File: config.mk
export PLATFORM = sky130hd
export DESIGN_NAME = eth_udp_frame_tx
export DESIGN_NICKNAME = d
export VERILOG_FILES = /design/src/rtl/eth_pkg.sv /design/src/rtl/eth_crc32_d8.sv /design/src/rtl/eth_udp_frame_tx.sv
export SDC_FILE = /design/constraint.sdc
export NUM_CORES = 1
export LEC_CHECK = 0
export ABC_CLOCK_PERIOD_IN_PS = 5100
export CORE_MARGIN = 2
export CORE_UTILIZATION = 45
export CTS_BUF_LIST = sky130_fd_sc_hd__clkbuf_2
export DETAILED_ROUTE_END_ITERATION = 8
export DONT_BUFFER_PORTS = 1
export PLACE_DENSITY_LB_ADDON = 0.12
export SLEW_MARGIN = 20
export SYNTH_ARGS = -nofsm -noshare
export SYNTH_HDL_FRONTEND = slang
export SYNTH_SLANG_ARGS = --single-unit
File: constraint.sdc
create_clock -name clk -period 5.1 [get_ports clk]
set_clock_uncertainty 0.1 [all_clocks]
set_input_delay 1.02 -clock clk [delete_from_list [all_inputs] [get_ports clk]]
set_output_delay 1.02 -clock clk [all_outputs]
set_load 0.01 [all_outputs]
File: src/rtl/eth_pkg.sv
// eth_pkg: shared FSM states, protocol constants and CRC helper for the Ethernet/UDP datapath.
package eth_pkg;
   typedef enum logic [3:0] {
      S_IDLE, S_PRE, S_SFD, S_ETH, S_IP, S_UDP, S_PAY, S_PAD, S_FCS, S_IFG
   } state_t;
   localparam logic [7:0]  PREAMBLE_BYTE  = 8'h55;
   localparam logic [7:0]  SFD_BYTE       = 8'hD5;
   localparam logic [15:0] ETHERTYPE_IPV4 = 16'h0800;
   localparam logic [7:0]  IP_PROTO_UDP   = 8'h11;
   localparam logic [10:0] MIN_PAYLOAD    = 11'd18;
   localparam logic [31:0] CRC_POLY       = 32'h04C11DB7;
   localparam logic [31:0] CRC_RESIDUE    = 32'hC704DD7B;
   function automatic logic [31:0] rev32(input logic [31:0] v);
      for (int i = 0; i < 32; i++) rev32[i] = v[31-i];
   endfunction
   localparam logic [31:0] CRC_POLY_REFL  = rev32(CRC_POLY);
endpackage

File: src/rtl/eth_crc32_d8.sv
// eth_crc32_d8: byte-wide reflected CRC-32 register with init/enable, shared with the receive path.
module eth_crc32_d8
   import eth_pkg::*;
(
   input  logic        clk,
   input  logic        rst_n,
   input  logic        i_init,
   input  logic        i_en,
   input  logic [7:0]  i_data,
   output logic [31:0] o_crc
);
   logic [31:0] crc_q, crc_d, nxt;
   always_comb begin
      nxt = crc_q;
      for (int i = 0; i < 8; i++) nxt = (nxt >> 1) ^ ((nxt[0] ^ i_data[i]) ? CRC_POLY_REFL : 32'h0);
      crc_d = i_init ? 32'hFFFFFFFF : i_en ? nxt : crc_q;
   end
   always_ff @(posedge clk or negedge rst_n)
      if (!rst_n) crc_q <= 32'hFFFFFFFF;
      else        crc_q <= crc_d;
   assign o_crc = crc_q;
endmodule

File: src/rtl/eth_udp_frame_tx.sv
// eth_udp_frame_tx: Ethernet/IPv4/UDP frame generator emitting one registered wire byte per clock.
module eth_udp_frame_tx
   import eth_pkg::*;
#(
   parameter logic [47:0] DST_MAC     = 48'hD8D38526C578,
   parameter logic [47:0] SRC_MAC     = 48'h0023543C471B,
   parameter logic [31:0] SRC_IP      = 32'hC0A84D21,
   parameter logic [31:0] DST_IP      = 32'hC0A84DD9,
   parameter logic [15:0] SRC_PORT    = 16'hC350,
   parameter logic [15:0] DST_PORT    = 16'hC360,
   parameter logic [7:0]  TTL         = 8'h40,
   parameter int          PAYLOAD_MAX = 1472,
   parameter int          IFG_BYTES   = 12
) (
   input  logic        clk,
   input  logic        rst_n,
   input  logic        i_start,
   input  logic [10:0] i_len,
   input  logic [7:0]  i_pl_data,
   output logic        o_pl_rd,
   output logic [7:0]  o_data,
   output logic        o_valid,
   output logic        o_sof,
   output logic        o_eof,
   output logic        o_busy,
   output logic        o_done
);
   localparam logic [10:0] LEN_MAX = 11'(PAYLOAD_MAX);
   localparam logic [10:0] IFG_LEN = 11'(IFG_BYTES);
   state_t       state_q, state_d;
   logic [10:0]  cnt_q, cnt_d, len_q, len_d, lim;
   logic [15:0]  ident_q, ident_d, csum_q, csum_d, totlen, udplen;
   logic [19:0]  sum_q, sum_d;
   logic [16:0]  fold_q, fold_d;
   logic [335:0] hdr_q, hdr_d;
   logic [7:0]   data_q, data_d;
   logic         valid_q, valid_d, sof_q, sof_d, eof_q, eof_d, busy_q, busy_d, done_q, done_d;
   logic         accept, last, hdr_out, crc_en;
   logic [31:0]  crc, fcs;

   // State/cnt describe the byte currently on o_data; *_d describe the byte being registered next.
   always_comb begin
      accept = state_q == S_IDLE && i_start;
      len_d = accept ? (i_len > LEN_MAX ? LEN_MAX : i_len) : len_q;
      lim = state_q == S_PRE ? 11'd7 : state_q == S_SFD ? 11'd1 : state_q == S_ETH ? 11'd14 :
            state_q == S_IP ? 11'd20 : state_q == S_UDP ? 11'd8 : state_q == S_PAY ? len_q :
            state_q == S_PAD ? MIN_PAYLOAD - len_q : state_q == S_FCS ? 11'd4 : IFG_LEN;
      last = cnt_q == lim - 11'd1;
      state_d = state_q;
      if (accept) state_d = S_PRE;
      else if (state_q != S_IDLE && last)
         unique case (state_q)
            S_PRE:   state_d = S_SFD;
            S_SFD:   state_d = S_ETH;
            S_ETH:   state_d = S_IP;
            S_IP:    state_d = S_UDP;
            S_UDP:   state_d = len_q == 11'd0 ? S_PAD : S_PAY;
            S_PAY:   state_d = len_q >= MIN_PAYLOAD ? S_FCS : S_PAD;
            S_PAD:   state_d = S_FCS;
            S_FCS:   state_d = IFG_BYTES == 0 ? S_IDLE : S_IFG;
            default: state_d = S_IDLE;
         endcase
      cnt_d = (state_d != state_q || state_q == S_IDLE) ? 11'd0 : cnt_q + 11'd1;
      totlen = 16'd28 + {5'b0, len_q};
      udplen = 16'd8 + {5'b0, len_q};
      sum_d = 20'h04500 + {4'b0, totlen} + {4'b0, ident_q} + 20'h04000 + {4'b0, TTL, IP_PROTO_UDP} +
              {4'b0, SRC_IP[31:16]} + {4'b0, SRC_IP[15:0]} + {4'b0, DST_IP[31:16]} + {4'b0, DST_IP[15:0]};
      fold_d = {1'b0, sum_q[15:0]} + {13'b0, sum_q[19:16]};
      csum_d = ~(fold_q[15:0] + {15'b0, fold_q[16]});
      hdr_out = state_d inside {S_ETH, S_IP, S_UDP};
      hdr_d = (state_q == S_PRE && state_d == S_SFD) ?
              {DST_MAC, SRC_MAC, ETHERTYPE_IPV4, 16'h4500, totlen, ident_q, 16'h4000, TTL, IP_PROTO_UDP,
               csum_q, SRC_IP, DST_IP, SRC_PORT, DST_PORT, udplen, 16'h0000} :
              hdr_out ? {hdr_q[327:0], 8'h00} : hdr_q;
      fcs = ~crc;
      data_d = state_d == S_PRE ? PREAMBLE_BYTE : state_d == S_SFD ? SFD_BYTE :
               hdr_out ? hdr_q[335:328] : state_d == S_PAY ? i_pl_data :
               state_d == S_FCS ? fcs[{cnt_d[1:0], 3'b000} +: 8] : 8'h00;
      crc_en = state_d inside {S_ETH, S_IP, S_UDP, S_PAY, S_PAD};
      o_pl_rd = state_d == S_PAY;
      valid_d = state_d != S_IDLE && state_d != S_IFG;
      sof_d = accept;
      eof_d = state_d == S_FCS && cnt_d == 11'd3;
      busy_d = state_d != S_IDLE;
      done_d = busy_q && !busy_d;
      ident_d = ident_q + {15'b0, eof_q};
   end

   always_ff @(posedge clk or negedge rst_n)
      if (!rst_n) begin
         state_q <= S_IDLE;
         cnt_q   <= '0;
         len_q   <= '0;
         ident_q <= '0;
         sum_q   <= '0;
         fold_q  <= '0;
         csum_q  <= '0;
         hdr_q   <= '0;
         data_q  <= '0;
         valid_q <= 1'b0;
         sof_q   <= 1'b0;
         eof_q   <= 1'b0;
         busy_q  <= 1'b0;
         done_q  <= 1'b0;
      end else begin
         state_q <= state_d;
         cnt_q   <= cnt_d;
         len_q   <= len_d;
         ident_q <= ident_d;
         sum_q   <= sum_d;
         fold_q  <= fold_d;
         csum_q  <= csum_d;
         hdr_q   <= hdr_d;
         data_q  <= data_d;
         valid_q <= valid_d;
         sof_q   <= sof_d;
         eof_q   <= eof_d;
         busy_q  <= busy_d;
         done_q  <= done_d;
      end

   eth_crc32_d8 u_crc (
      .clk    (clk),
      .rst_n  (rst_n),
      .i_init (accept),
      .i_en   (crc_en),
      .i_data (data_d),
      .o_crc  (crc)
   );

   assign o_data  = data_q;
   assign o_valid = valid_q;
   assign o_sof   = sof_q;
   assign o_eof   = eof_q;
   assign o_busy  = busy_q;
   assign o_done  = done_q;
endmodule

# ---- Word-level counts from Yosys, hierarchy flattened
# Cells that the tools add are included.
dict set report totals {
  in_bits 22
  memories 0
  rom_bits 0
  output_inout_bits 14
  regBits 476
  ram_bits 0
  wordCells 120
  latchBits 0
}
dict set report classes {
  bitwise 18
  shift 1
  order_cmp 2
  multipliers 0
  reduce_logical 16
  div 0
  n_addsub 16
  n_eq_ne 20
  mux 32
}
# op n
set op_table {}
lappend op_table {{$mux 336} 2}
lappend op_table {{$mux 32} 10}
lappend op_table {{$xor 31x32->32} 8}
lappend op_table {{$mux 11} 9}
lappend op_table {{$add 20x15->20 const B} 2}
lappend op_table {{$mux 8} 5}
lappend op_table {{$add 16x1->16} 2}
lappend op_table {{$eq 4x3->1 const B} 8}
lappend op_table {{$not 32->32} 1}
lappend op_table {{$pmux 4 s8} 1}
lappend op_table {{$shiftx 32x6->8} 1}
lappend op_table {{$add 19x16->20 const B} 1}
lappend op_table {{$add 20x16->20 const B} 1}
lappend op_table {{$add 18x15->19 const B} 1}
lappend op_table {{$add 17x15->18 const B} 1}
lappend op_table {{$add 16x16->17} 1}
lappend op_table {{$add 16x4->17} 1}
lappend op_table {{$add 15x12->16 const A} 1}
lappend op_table {{$eq 4x2->1 const B} 4}
lappend op_table {{$mux 4} 4}
lappend op_table {{$not 16->16} 1}
lappend op_table {{$add 4x11->12 const A} 1}
lappend op_table {{$add 5x11->12 const A} 1}
lappend op_table {{$add 11x1->11 const B} 1}
lappend op_table {{21 further kinds} 37}

# ---- Longest topological paths before layout
dict set report depth {
  word_depth 49
  mapped_depth 21
  mapped_depth_nobuf 21
}

# ---- Cells and area by module
# From an unflattened synthesis, not the netlist that was laid out.
dict set report hier_totals {
  hier_cells 2389
  area_unflattened_um2 22261.4
}
# mod cells_per_inst seq_area_each_um2 instances area_each_um2
set modules_own_cells {}
lappend modules_own_cells {eth_udp_frame_tx 2195 10685.2 1 20063.0}
lappend modules_own_cells {eth_crc32_d8 194 840.8 1 2198.4}

# ---- Least setup slack after synthesis
# Ideal clock, no wire load.
dict set report synth_timing {
  path_type {register -> register}
  from {reg len_q[3]}
  to {reg u_crc.crc_q[24], in the netlist u_crc.o_crc[24]}
  path_slack_ns -0.253
  path_buffers 1
  t_required_ns 4.927
  path_stages_with_launch 20
  synth_period_minus_slack_ns 5.353
  setup_ns 0.073
  t_arrival_ns 5.180
  path_cell_list {dfrtp_1 -> inv_1 -> ha_1 -> nor2b_1 -> xnor2_1 -> a21oi_1 -> or3_4 -> or2_1 -> or4_1 -> and3b_1 -> buf_6 -> nor3_4 -> mux2i_1 -> inv_2 -> a311oi_1 -> a22oi_2 -> xnor2_4 -> xnor3_1 -> xor2_1 -> a21oi_1}
}
dict set report synth_via {
  word_cells_on_any_way 60
  classes_between {2 x add/sub; 1 x order compare; 10 x eq/ne; 1 x shift; 26 x mux; 14 x bitwise; 6 x reduce/logical}
}
# item line
set synth_rtl {}
lappend synth_rtl {{start, declared} eth_udp_frame_tx.sv:31} ;# logic [10:0] cnt_q, cnt_d, len_q, len_d, lim;
lappend synth_rtl {{start signal, assigned} eth_udp_frame_tx.sv:108} ;# len_q <= len_d;
lappend synth_rtl {{$sub 5x11->11} eth_udp_frame_tx.sv:47} ;# state_q == S_PAD ? MIN_PAYLOAD - len_q : state_q == S_FCS ? 11'd4 : IFG_LEN;
lappend synth_rtl {{$mux 11} eth_udp_frame_tx.sv:47}
lappend synth_rtl {{$mux 11 (3 in series)} eth_udp_frame_tx.sv:46} ;# state_q == S_IP ? 11'd20 : state_q == S_UDP ? 11'd8 : state_q == S_PAY ? len_q :
lappend synth_rtl {{$mux 11 (3 in series)} eth_udp_frame_tx.sv:45} ;# lim = state_q == S_PRE ? 11'd7 : state_q == S_SFD ? 11'd1 : state_q == S_ETH ? 11'd14 :
lappend synth_rtl {{$sub 11x1->11} eth_udp_frame_tx.sv:48} ;# last = cnt_q == lim - 11'd1;
lappend synth_rtl {{$eq 11x11->1} eth_udp_frame_tx.sv:48}
lappend synth_rtl {{$logic_and 1x1->1} eth_udp_frame_tx.sv:51} ;# else if (state_q != S_IDLE && last)
lappend synth_rtl {{$mux 4 (*)} eth_udp_frame_tx.sv:51}
lappend synth_rtl {{[... 1 more ...]} n/a}
lappend synth_rtl {{named net state_d[3]} eth_udp_frame_tx.sv:30} ;# state_t state_q, state_d;
lappend synth_rtl {{[... 5 more ...]} n/a}
lappend synth_rtl {{$mux 8 (2 in series)} eth_udp_frame_tx.sv:77} ;# hdr_out ? hdr_q[335:328] : state_d == S_PAY ? i_pl_data :
lappend synth_rtl {{$mux 8} eth_udp_frame_tx.sv:76} ;# data_d = state_d == S_PRE ? PREAMBLE_BYTE : state_d == S_SFD ? SFD_BYTE :
lappend synth_rtl {{$mux 8 (*)} eth_udp_frame_tx.sv:76}
lappend synth_rtl {{named net data_d[5]} eth_udp_frame_tx.sv:36} ;# logic [7:0] data_q, data_d;
lappend synth_rtl {{$xor 1x1->1 (*)} eth_crc32_d8.sv:15} ;# for (int i = 0; i < 8; i++) nxt = (nxt >> 1) ^ ((nxt[0] ^ i_data[i]) ? CRC_POLY_REFL : 32'h0);
lappend synth_rtl {{$mux 32 (*)} eth_crc32_d8.sv:15}
lappend synth_rtl {{$xor 31x32->32 (*) (3 in series)} eth_crc32_d8.sv:15}
lappend synth_rtl {{$mux 32 (*) (2 in series)} eth_crc32_d8.sv:16} ;# crc_d = i_init ? 32'hFFFFFFFF : i_en ? nxt : crc_q;
lappend synth_rtl {{end signal, assigned} eth_crc32_d8.sv:20} ;# else crc_q <= crc_d;
lappend synth_rtl {{end, declared} eth_crc32_d8.sv:12} ;# logic [31:0] crc_q, crc_d, nxt;
# The timed path passes the listed nets; every way through them passes the cells marked *. The select of a mux whose other input is x is not followed.
# A chain may end at the register's enable or synchronous reset.

# ---- Worst setup path in the final report
dict set report layout_timing {
  from {reg len_q[0]}
  to {out o_pl_rd}
}
dict set report layout_via {
  elab_chain_cells 14
  word_cells_on_any_way 19
  classes_between {2 x add/sub; 1 x order compare; 2 x eq/ne; 12 x mux; 2 x reduce/logical}
}
# item line
set layout_rtl {}
lappend layout_rtl {{$sub 5x11->11} eth_udp_frame_tx.sv:47}
lappend layout_rtl {{$mux 11} eth_udp_frame_tx.sv:47}
lappend layout_rtl {{$mux 11 (3 in series)} eth_udp_frame_tx.sv:46}
lappend layout_rtl {{$mux 11 (3 in series)} eth_udp_frame_tx.sv:45}
lappend layout_rtl {{$sub 11x1->11} eth_udp_frame_tx.sv:48}
lappend layout_rtl {{$eq 11x11->1} eth_udp_frame_tx.sv:48}
lappend layout_rtl {{$logic_and 1x1->1} eth_udp_frame_tx.sv:51}
lappend layout_rtl {{$mux 4 (*)} eth_udp_frame_tx.sv:51}
lappend layout_rtl {{$mux 4 (*)} eth_udp_frame_tx.sv:50} ;# if (accept) state_d = S_PRE;
lappend layout_rtl {{$eq 4x3->1 (*)} eth_udp_frame_tx.sv:80} ;# o_pl_rd = state_d == S_PAY;
lappend layout_rtl {{end, declared} eth_udp_frame_tx.sv:20} ;# output logic o_pl_rd,
# Every way passes the cells marked *; elsewhere a longest branch is shown, timed or not.

==> impl_metrics.toml <==
[outcome]
status = "finished with violations"
violations = "negative hold slack, negative setup slack"

[yosys]
async_reset_ff_share_pct = 100.0
yosys_most_used_dff = "dfrtp_1"
netlist.area_leader.share_pct = 49.25
synth_warnings = 0
avgSynthCellArea_um2 = 9.335
synth_nets = 2395
ys_ff_latch = 459
syn_inst = 2324
synth.area.top_cells = "dfrtp_1 49%, nand2_1 12%, a21oi_1 5.3%"
yosysSeqAreaShare_pct = 53.13
synth_top_cell_by_area = "dfrtp_1"
syn_area_um2 = 21690
ys_types = 80
synth-edff-count = 0

[setup_path]
critPathSlowestCell = "dfrtp_2"
cp_num_buf_inv = 6
slowest_delay_ps = 460
regToRegEndpoint = "u_crc.o_crc[29]$_DFFE_PN1P_"
end_kind = "output pin"
critPathKind = "flip-flop to output pin"
critPathTopFamily = "compound AO/OA/AOI/OAI gates"
critPathArrivalTime_ps = 4420
worst_setup_path_start_kind = "flip-flop"
rr_worst_depth = 22
path_cells = "buf_6 -> a21oi_4 -> buf_6 -> a21oi_4 -> mux2i_1 -> or3_4 -> buf_6 -> o31a_1 -> o211a_1 -> or3_4 -> buf_6 -> nand4_1 -> a21boi_2 -> buf_4 -> nor2_4 -> buf_6"
cp_max_fo = 5
cp.required_ps = 3980
rrSetupSlack_ps = -300
crit_cells = 16
r2r-start = "len_q[0]$_DFFE_PN0P_"
cp_common_cell = "buf_6"

[timing]
fin_crit_sh_pct = 108.6
finalCriticalPeriod_ps = 5539
setup_tns_ps = -5488
relSlewSlack_pct = 25.98
drv_slew = 0
fin_hold_ws_ps = -453.9
final_hold_viol_count = 427
tightestPinTransition_ps = 1110
timing.fmax_mhz = 180.5
fin_ws_ps = -439.1
rsz0062_at_grt = "true"
finalSetupViolations = 29

[floorplan]
core_um2 = 47650
die_y_um = 223.6
initial_core_util_pct = 45.53
die_w_um = 223.6
rows = 80
io_pins = 36
dieArea_um2 = 49980

[placement]
dp.final_hpwl_mm = 32.55
place.gp.congestion = 0.8968
port_buffers = 0
post-place-ws_ps = -171.2
place_area_um2 = 23350

[route]
wl_per_cell_um = 16.30
first_pass_iters = 7
drtIter0Drc = 1397
viasPerCell = 5.203
ant_nets = 0
drc = 0
drt_wl_total_mm = 52.82
vias = 16863

[cts]
h-tree-depth = 3
hold_buffers = 12
cts_tree = "yes"
clockBufferDepth = 3
cts.sinks = 459
cts.root.buffer_cell = "clkbuf_2"
cts_buffers = 120
clk_latency_ps = 1120
cts.clk_slew.worst_paths_ps = 100

[flow_run]
cap_violations = 0

[global_routing]
grt_use_total_pct = 21.25
overflow = 0
grt_pass1_wl_mm = 86.95
grt_pass1_vias = 16872
grt_max_degree = 460
antenna_found_initial = 2

[cells_and_area]
syn_to_final_growth_pct = 18.82
fin_nets = 2597
fin_area_um2 = 25780
drive_gt1_share_pct = 20.81

[min_path]
hold_class = "primary input to async pin"
## layout by cell type (no fill, tap or decap), drive strengths merged, types with 47 or more instances in the layout
master	instances
nand2	679
clkbuf	188
inv	56
mux2i	55
o21ai	86
xor2	67
ha	47
buf	203
xnor2	98
nor2	58
a21oi	233
dfrtp	427
nand3	123
## how the worst max path moves through the flow
stage / start / slack, ps / end
3_3_place_gp: len_q[0]$_DFFE_PN0P_ / -90 / u_crc.o_crc[24]$_DFFE_PN1P_
3_5_place_dp: len_q[0]$_DFFE_PN0P_ / -170 / u_crc.o_crc[24]$_DFFE_PN1P_
6_report: len_q[0]$_DFFE_PN0P_ / -440 / o_pl_rd
2_1_floorplan: len_q[2]$_DFFE_PN0P_ / -30 / u_crc.o_crc[24]$_DFFE_PN1P_
4_1_cts: len_q[1]$_DFFE_PN0P_ / -550 / o_pl_rd
5_1_grt: len_q[0]$_DFFE_PN0P_ / -670 / o_pl_rd
## synthesized netlist by cell type, types with 34 or more instances
master / n
nand2_1: 679
dfrtp_1: 427
a21oi_1: 231
nand3_1: 122
clkbuf_1: 117
xnor2_1: 93
o21ai_0: 80
xor2_1: 61
nor2_1: 58
mux2i_1: 55
inv_1: 49
ha_1: 47
nor3_1: 34
## worst register-to-register path: stages, from the launching register on
cell	delay, ps
dfrtp_2	460
buf_6	140
a21oi_4	160
buf_6	130
a21oi_4	60
mux2i_1	130
or3_4	420
or2_1	260
or4_4	540
and3b_2	240
buf_4	140
nor3_4	370
mux2i_2	320
inv_2	100
a311oi_4	320
buf_4	180
a32oi_4	70
xor2_4	310
xor2_4	280
buf_12	150
xnor2_4	100
xor2_1	170
a21oi_1	130
## area by class of cell
type,count,area [um^2]
flip-flops and latches,459,11530
diodes,2,5.005
well taps,615,769.5
fillers,4419,21870
multi-input cells,1673,10050
inverters,53,198.9
repair buffers,219,2098
clock inverters,36,206.4
clock buffers,184,920.9
## per-stage QoR
step | utilization [%] | instances
floorplan | - | 2324
global placement | 49.00 | 2955
detailed placement | 49.00 | 2955
CTS | 52.73 | 3214
global route | 54.10 | 3241
finish | 54.10 | 3241
## cells by family after synthesis
| kind of cell | count (synthesis) | synth area share (%) |
|---|---|---|
| multiplexers | 57 | 2.641 |
| flip-flops | 459 | 53.13 |
| XOR/XNOR | 168 | 7.463 |
| AO/OA/AOI/OAI | 413 | 11.11 |
| buffers and inverters | 192 | 3.449 |
| adder cells (fa/ha/maj) | 49 | 2.895 |
| AND/OR/NAND/NOR | 986 | 19.31 |
## repair_timing
item | CTS | global route
cloned | 0 | 4
gates resized for setup | 63 | 64
endpoints found under the setup margin | 138 | 233
setup buffers | 28 | 24
endpoints found under the hold margin | 471 | 459
pin swaps | 32 | 42
## flip-flops by register name, summed over array words and instances (netlist names), 4 cells and up
| signal | count |
|---|---|
| state_q | 4 |
| hdr_q | 320 |
| ident_q | 16 |
| sum_q | 19 |
| len_q | 11 |
| cnt_q | 11 |
| u_crc.o_crc | 32 |
| csum_q | 16 |
| fold_q | 17 |
| o_data | 8 |
## routing by layer
metal	part of all wire (%)	global-route usage (%)
met2	46	31.45
met4	1.8	7.226
met3	4.0	3.869
met1	49	31.49
met5	0	0
Power is left out: the tool's default activity adds up to more than one toggle a clock period on the data nets, which glitch-free logic cannot reach.
